===== src/rtl/pipeline_stall_controller.sv =====
// pipeline_stall_controller: load-use/branch/dmem stall sequencing and registered forwarding selects; STALL_PERF_COUNT_EN builds the stall_cycles counter
module pipeline_stall_controller #(
  parameter int FLUSH_CYCLES = 1,
  parameter int MEM_TIMEOUT  = 255
) (
  input  logic        clk,
  input  logic        reset,
  input  logic [4:0]  id_rs1_addr,
  input  logic [4:0]  id_rs2_addr,
  input  logic        id_uses_rs1,
  input  logic        id_uses_rs2,
  input  logic [4:0]  ex_rd_addr,
  input  logic        ex_reg_write,
  input  logic        ex_mem_read,
  input  logic [4:0]  mem_rd_addr,
  input  logic        mem_reg_write,
  input  logic        branch_taken_ex,
  input  logic        dmem_req,
  input  logic        dmem_ready,
  output logic        pc_stall,
  output logic        if_id_stall,
  output logic        id_ex_bubble,
  output logic        if_id_flush,
  output logic        ex_mem_stall,
  output logic        mem_wb_stall,
  output logic [1:0]  fwd_a_sel,
  output logic [1:0]  fwd_b_sel,
  output logic        mem_timeout,
  output logic [15:0] stall_cycles
);
  typedef enum logic [1:0] {RUN, FLUSH, MEM_WAIT} state_t;
  localparam logic [1:0]  FRELOAD = 2'(FLUSH_CYCLES - 1);
  localparam logic [15:0] TO_MAX  = 16'(MEM_TIMEOUT);
  state_t      state_q, state_d, ret_q, eff;
  logic [1:0]  fcnt_q, fcnt_d;
  logic [15:0] to_cnt_q, to_cnt_d;
  logic        mem_timeout_q;
  logic [1:0]  fwd_a_q, fwd_b_q, fwd_a_d, fwd_b_d;
  logic        mem_wait, load_use, flush, lu_stall, bubble;
  always_comb begin
    mem_wait = dmem_req && !dmem_ready;
    eff      = (state_q == MEM_WAIT) ? ret_q : state_q;
    load_use = ex_mem_read && ex_reg_write && ex_rd_addr != 5'd0 &&
               ((id_uses_rs1 && id_rs1_addr == ex_rd_addr) || (id_uses_rs2 && id_rs2_addr == ex_rd_addr));
    flush    = !mem_wait && (eff == FLUSH || branch_taken_ex);
    lu_stall = !mem_wait && eff == RUN && !branch_taken_ex && load_use;
    bubble   = flush || lu_stall;
    fcnt_d   = mem_wait ? fcnt_q : !flush ? 2'd0 : branch_taken_ex ? FRELOAD : fcnt_q - 2'd1;
    state_d  = mem_wait ? MEM_WAIT : (fcnt_d != 2'd0) ? FLUSH : RUN;
    to_cnt_d = !mem_wait ? 16'd0 : (to_cnt_q == TO_MAX) ? to_cnt_q : to_cnt_q + 16'd1;
    fwd_a_d  = (ex_reg_write && ex_rd_addr != 5'd0 && ex_rd_addr == id_rs1_addr) ? 2'b01 :
               (mem_reg_write && mem_rd_addr != 5'd0 && mem_rd_addr == id_rs1_addr) ? 2'b10 : 2'b00;
    fwd_b_d  = (ex_reg_write && ex_rd_addr != 5'd0 && ex_rd_addr == id_rs2_addr) ? 2'b01 :
               (mem_reg_write && mem_rd_addr != 5'd0 && mem_rd_addr == id_rs2_addr) ? 2'b10 : 2'b00;
  end
  // reset forces every hazard output low even while it is asserted
  assign pc_stall     = !reset && (mem_wait || lu_stall);
  assign if_id_stall  = !reset && (mem_wait || lu_stall);
  assign ex_mem_stall = !reset && mem_wait;
  assign mem_wb_stall = !reset && mem_wait;
  assign id_ex_bubble = !reset && bubble;
  assign if_id_flush  = !reset && flush;
  assign fwd_a_sel    = fwd_a_q;
  assign fwd_b_sel    = fwd_b_q;
  assign mem_timeout  = mem_timeout_q;
  always_ff @(posedge clk) begin
    if (reset) begin
      state_q       <= RUN;
      ret_q         <= RUN;
      fcnt_q        <= 2'd0;
      to_cnt_q      <= 16'd0;
      mem_timeout_q <= 1'b0;
      fwd_a_q       <= 2'b00;
      fwd_b_q       <= 2'b00;
    end else begin
      state_q       <= state_d;
      ret_q         <= eff;
      fcnt_q        <= fcnt_d;
      to_cnt_q      <= to_cnt_d;
      mem_timeout_q <= mem_timeout_q || to_cnt_d == TO_MAX;
      fwd_a_q       <= mem_wait ? fwd_a_q : bubble ? 2'b00 : fwd_a_d;
      fwd_b_q       <= mem_wait ? fwd_b_q : bubble ? 2'b00 : fwd_b_d;
    end
  end
`ifdef STALL_PERF_COUNT_EN
  logic [15:0] perf_q;
  always_ff @(posedge clk) begin
    if (reset) perf_q <= 16'd0;
    else if ((pc_stall || if_id_flush) && perf_q != 16'hFFFF) perf_q <= perf_q + 16'd1;
  end
  assign stall_cycles = perf_q;
`else
  assign stall_cycles = 16'd0;
`endif
endmodule

===== config.mk =====
export PLATFORM = sky130hd
export DESIGN_NAME = pipeline_stall_controller
export DESIGN_NICKNAME = d
export VERILOG_FILES = /design/src/rtl/pipeline_stall_controller.sv
export SDC_FILE = /design/constraint.sdc
export NUM_CORES = 1
export LEC_CHECK = 0
export CAP_MARGIN = 20
export CORE_AREA = 4 4 67 69
export CTS_BUF_LIST = sky130_fd_sc_hd__clkbuf_2
export CTS_CLUSTER_DIAMETER = 30
export DETAILED_ROUTE_END_ITERATION = 6
export DIE_AREA = 0 0 71 73
export PLACE_DENSITY = 0.79
export SYNTH_ARGS = -nofsm -noshare
export SYNTH_HDL_FRONTEND = slang
export SYNTH_SLANG_ARGS = --single-unit

===== constraint.sdc =====
create_clock -name clk -period 2.1 [get_ports clk]
set_input_delay 0.315 -clock clk [delete_from_list [all_inputs] [get_ports clk]]
set_output_delay 0.315 -clock clk [all_outputs]
set_load 0.01 [all_outputs]

After elaboration in Yosys (flattened, before gate mapping). Index checks and enable logic that the tools add are counted.

Register bits: 27. Latch bits: 0. Memory bits (writable): 0. Memory bits (read-only): 0. Output and inout bits: 27. Memories kept: 0.

Add/sub/neg operators: 2. $mul: 0. Div/mod/pow operators: 0. Magnitude comparators: 0. Equal/unequal tests: 10. Shifts and indexed selects: 0. Mux-type cells: 14. Bitwise operators: 0. Reductions and logical operators: 34.

Operators by type and width (count): $eq 16x8->1 const B (2); $mux 16 (2); $eq 5x5->1 (6); $mux 2 (11); $logic_and 1x1->1 (20); $add 16x1->16 const B (1); $reduce_bool 5->1 (2); $logic_or 1x1->1 (5); $logic_not 1->1 (4); $eq 2x1->1 const B (1); $eq 2x2->1 const B (1); $logic_not 2->1 (1); $reduce_bool 2->1 (1); $reduce_or 2->1 (1); $sub 2x1->2 const B (1); $mux 1 (1).

Logic depth before layout (Yosys ltp).
Word-level depth: 10. Depth in mapped cells: 8. Mapped depth without buffers: 7.

Worst setup path after synthesis. OpenSTA, ideal clock, no wires.

Path type: input-to-output. From: in ex_rd_addr[4]. To: out pc_stall. Arrival time: 1534 ps. Setup slack: 251 ps. Stages: 6. Path buffers: 1. Cell sequence: xor2_1 nor3_1 nand3_1 a211o_1 a21oi_1 buf_4.

Word-level cells in the longest chain between the ends: 7. Elaborated cells on any way between the ends: 11.

RTL lines: from (decl) (line 12) `input logic [4:0] ex_rd_addr,`; $eq 5x5->1 (line 44) `((id_uses_rs1 && id_rs1_addr == ex_rd_addr) || (id_uses_rs2 && id_rs2_addr == ex_rd_addr));`; $logic_and 1x1->1 (line 44); $logic_or 1x1->1 (line 44); $logic_and 1x1->1 * (line 43) `load_use = ex_mem_read && ex_reg_write && ex_rd_addr != 5'd0 &&`; $logic_and 1x1->1 * (line 46) `lu_stall = !mem_wait && eff == RUN && !branch_taken_ex && load_use;`; $logic_or 1x1->1 *; $logic_and 1x1->1 *; to (decl) (line 20) `output logic pc_stall,`.

Every way passes the cells marked *; elsewhere a longest branch is shown, timed or not.

Final worst setup path.
From: in ex_rd_addr[4]. To: out if_id_stall.

Word-level cells in the longest chain between the ends: 7. Elaborated cells on any way between the ends: 11.

RTL lines: $eq 5x5->1 (line 44); $logic_and 1x1->1 (line 44); $logic_or 1x1->1 (line 44); $logic_and 1x1->1 * (line 43); $logic_and 1x1->1 * (line 46); $logic_or 1x1->1 * (line 58) `assign if_id_stall = !reset && (mem_wait || lu_stall);`; $logic_and 1x1->1 * (line 58); to (decl) (line 21) `output logic if_id_stall,`.

Marks and branches as above.

==> flow_summary_export.csv <==
group,metric,value,unit
setup_path,crit-reg2reg-launch,"to_cnt_q[1]$_SDFF_PP0_",
place,port-buffer-count,40,
floorplanning,row_count,23,
logic_synthesis,synth-simple-area-share,28.5,%
logic_synthesis,ys_seq_area_share,30.6,%
drt,drcViolationCount,0,
sta,fin_skew,0.0168,ns
sta,fmax,479,MHz
sta,fin_setup_tns,0,ns
power_and_ir_drop,p_per_area,375,nW/um^2
clock_network,root_buffer,"clkbuf_2",
flow_run,drv_cap,0,
hold_path,hold_end,"state_q[0]$_SDFF_PP0_",
floorplanning,core,3910,sq um
logic_synthesis,synthArstFlopShare,0,%
logic_synthesis,synthCells,219,
sta,timing.final.crit_period,2.09,ns
clock_network,clk_pin_slew,0.25,ns
layout,final_layout_size_suffix_gt1_share,21.3,%
status,status,"finished clean",
logic_synthesis,synth_compound_area_share,13.1,%
drt,drtAntennaViolNets,0,
layout,area_delta_synth_final,36.7,%
clock_network,holdBufCountCts,0,
setup_path,r2r_end,"mem_timeout$_SDFF_PP0_",
setup_path,crit_path_max_incr_delay,0.36,ns
sta,drv_slew,0,
logic_synthesis,yosys_warnings,0,
setup_path,start_kind,"input pin",
global_routing,grt_pass1_vias,1660,
clock_network,clockBufferDepth,2,
place,place_inst,324,
setup_path,crit_chain,"dlygate4sd2_1 -> xor2_1 -> nor3_2 -> nand3_1 -> a211o_1 -> a21oi_2 -> buf_2",
floorplanning,start_util,45.2,%
drt,vias,1694,
drt,dr.pass1.iters,4,
global_routing,antenna_found_initial,0,
setup_path,critPathMaxFanout,3,
layout,finalNetCount,314,
place,pre_cts_ws,-0.635,ns
global_routing,grt_max_degree,16,
logic_synthesis,synth-adder-area-share,0.707,%
setup_path,r2r_slack,0.24,ns
setup_path,worst_ep_arrival_time,1.77,ns
logic_synthesis,synth-main-ff-cell,"dfxtp_1",
power_and_ir_drop,finalPower,0.000908,W
logic_synthesis,synth-seq-cells,27,
sta,hold_viol_final,0,
setup_path,r2r_cells,7,
place,hpwlAfterDp,3.40,mm
global_routing,grt_pass1_wl,6.87,mm
logic_synthesis,yosysUniqueCellTypes,44,
place,place_congestion,0.881,
sta,setup-violations-final,0,
floorplanning,fp.dieW,71,um
hold_path,min_from,"dmem_req",
sta,min_period_over_period,99.4,%
setup_path,cp-end-kind,"primary output",
global_routing,grt-ovfl-total,0,
drt,drtIter0Drc,81,
logic_synthesis,synth_top_family_by_area,"simple AND/OR/NAND/NOR gates",
setup_path,cpMaxStageDelayCell,"a211o_1",
logic_synthesis,mappedNetlistArea,1770,sq um
sta,rsz0062_at_grt,"true",
floorplanning,num_io_pins,57,
hold_path,worstHoldPathType,"input pin to flop",
setup_path,crit_buf_inv,2,
logic_synthesis,synth-xor-area-share,15.8,%
floorplanning,die_h,73,um
hold_path,worstHoldPathCells,3,
logic_synthesis,synth.area.mux_share,0,%
clock_network,clk_latency,0.35,ns
setup_path,path_delay_family,"compound AO/OA/AOI/OAI gates",
layout,fin_cells,332,
clock_network,htreeDepth,1,
setup_path,critPathKind,"input pin to primary output",
global_routing,track_usage,15.9,%
logic_synthesis,synth_edf_count,0,
setup_path,crit_required,1.78,ns
clock_network,cts_tree,"yes",
power_and_ir_drop,vdd_drop_max,232,uV
clock_network,cts_made_buffers,3,
drt,wl,4.26,mm
sta,worst_slack,0.0124,ns
power_and_ir_drop,leakage,0.992,nW
clock_network,clock_sinks,27,
drt,wl_per_cell,12.8,um
drt,vias_per_cell,5.10,
floorplanning,die_area,5180,sq um
layout,n_antenna_cell,0,
logic_synthesis,avgSynthCellArea,8.08,sq um
## metal layers
layer | GRT usage (%) | routed length (um)
met4 | 3.13 | 21
met1 | 17.9 | 1770
met5 | 0 | 0
met3 | 4.55 | 290
met2 | 30.0 | 2170
## report_power, final
group | total, W | switching (W) | internal [W] | leakage (nW)
combinational | 0.000198 | 0.0000904 | 0.000108 | 0.755
sequential | 0.000517 | 0.00000294 | 0.000514 | 0.221
clock | 0.000193 | 0.000150 | 0.0000432 | 0.0164
## state kept, by name (all words and copies together), names as in the netlist
signal and cells:
state_q 2, ret_q 2, mem_timeout 1, to_cnt_q 16, fwd_b_sel 2, fcnt_q 2
fwd_a_sel 2
## timing repair
action	CTS	global route
resized for setup	32	26
pin swaps	6	9
setup endpoints to repair	6	5
setup buffers	2	2
## cell families after synthesis
kind of cell / count (synthesis)
compound gates: 36
xor+xnor: 32
fa+ha+maj: 1
buf+inv: 31
flops: 27
other cells: 1
simple gates: 91
## worst min-delay path: stages
cell	delay, ns
dlymetal6s2s_1	0.10
nand2b_1	0.09
o21a_1	0.12
## stage by stage
step	area, sq um	util (%)	hold slack (ns)
2_1_floorplan	1830	-	0.468
3_3_place_gp	2310	58.9	0.457
3_5_place_dp	2310	58.9	0.465
4_1_cts	2320	59.3	0.499
5_1_grt	2420	61.8	0.261
6_report	2420	61.8	0.265
## area by class of cell
cell class / count / area (sq um)
Tap cell: 50 / 62.6
Timing Repair Buffer: 70 / 604
Clock buffer: 3 / 15.0
Multi-Input combinational cell: 176 / 1160
Sequential cell: 27 / 552
Inverter: 5 / 18.8
Clock inverter: 1 / 5.00
Fill cell: 364 / 1500
## worst max path at each step
stage	end	depth (start not counted)	startpoint	slack (ns)
floorplan	pc_stall	6	ex_rd_addr[4]	0.25
global placement	pc_stall	7	ex_rd_addr[4]	-0.58
detailed placement	if_id_stall	7	ex_rd_addr[4]	-0.64
CTS	if_id_stall	5	state_q[0]$_SDFF_PP0_	0.02
global route	if_id_stall	7	ex_rd_addr[2]	-0.06
finish	if_id_stall	7	ex_rd_addr[4]	0.01
## layout by cell type (no fill, tap or decap), types with 5 or more instances in the layout
master / count
nor3_1: 7
dlygate4sd2_1: 14
a21oi_1: 7
buf_4: 29
nand4_1: 5
dfxtp_1: 22
nand2_1: 12
xnor2_1: 8
a22o_1: 5
nand3_1: 8
nor2_1: 26
clkdlybuf4s50_1: 18
conb_1: 16
xor2_1: 24
o21ai_0: 5
## synth_stat cells, drive strengths merged (4+ instances only)
cell type   n  area share, %
dfxtp      27             31
nor2       27            5.7
xor2       24             12
buf        23            9.4
nand2      12            2.5
a21oi      11            3.3
nor3        9            2.5
o21ai       9            2.8
nand3       8            2.3
xnor2       8            4.0
nand4       6            2.5
a22o        5            2.5
a31oi       5            1.8
inv         5            1.1
nor4        5            3.5
or4         4            1.7
No activity file was read; power rests on OpenSTA's default activity.
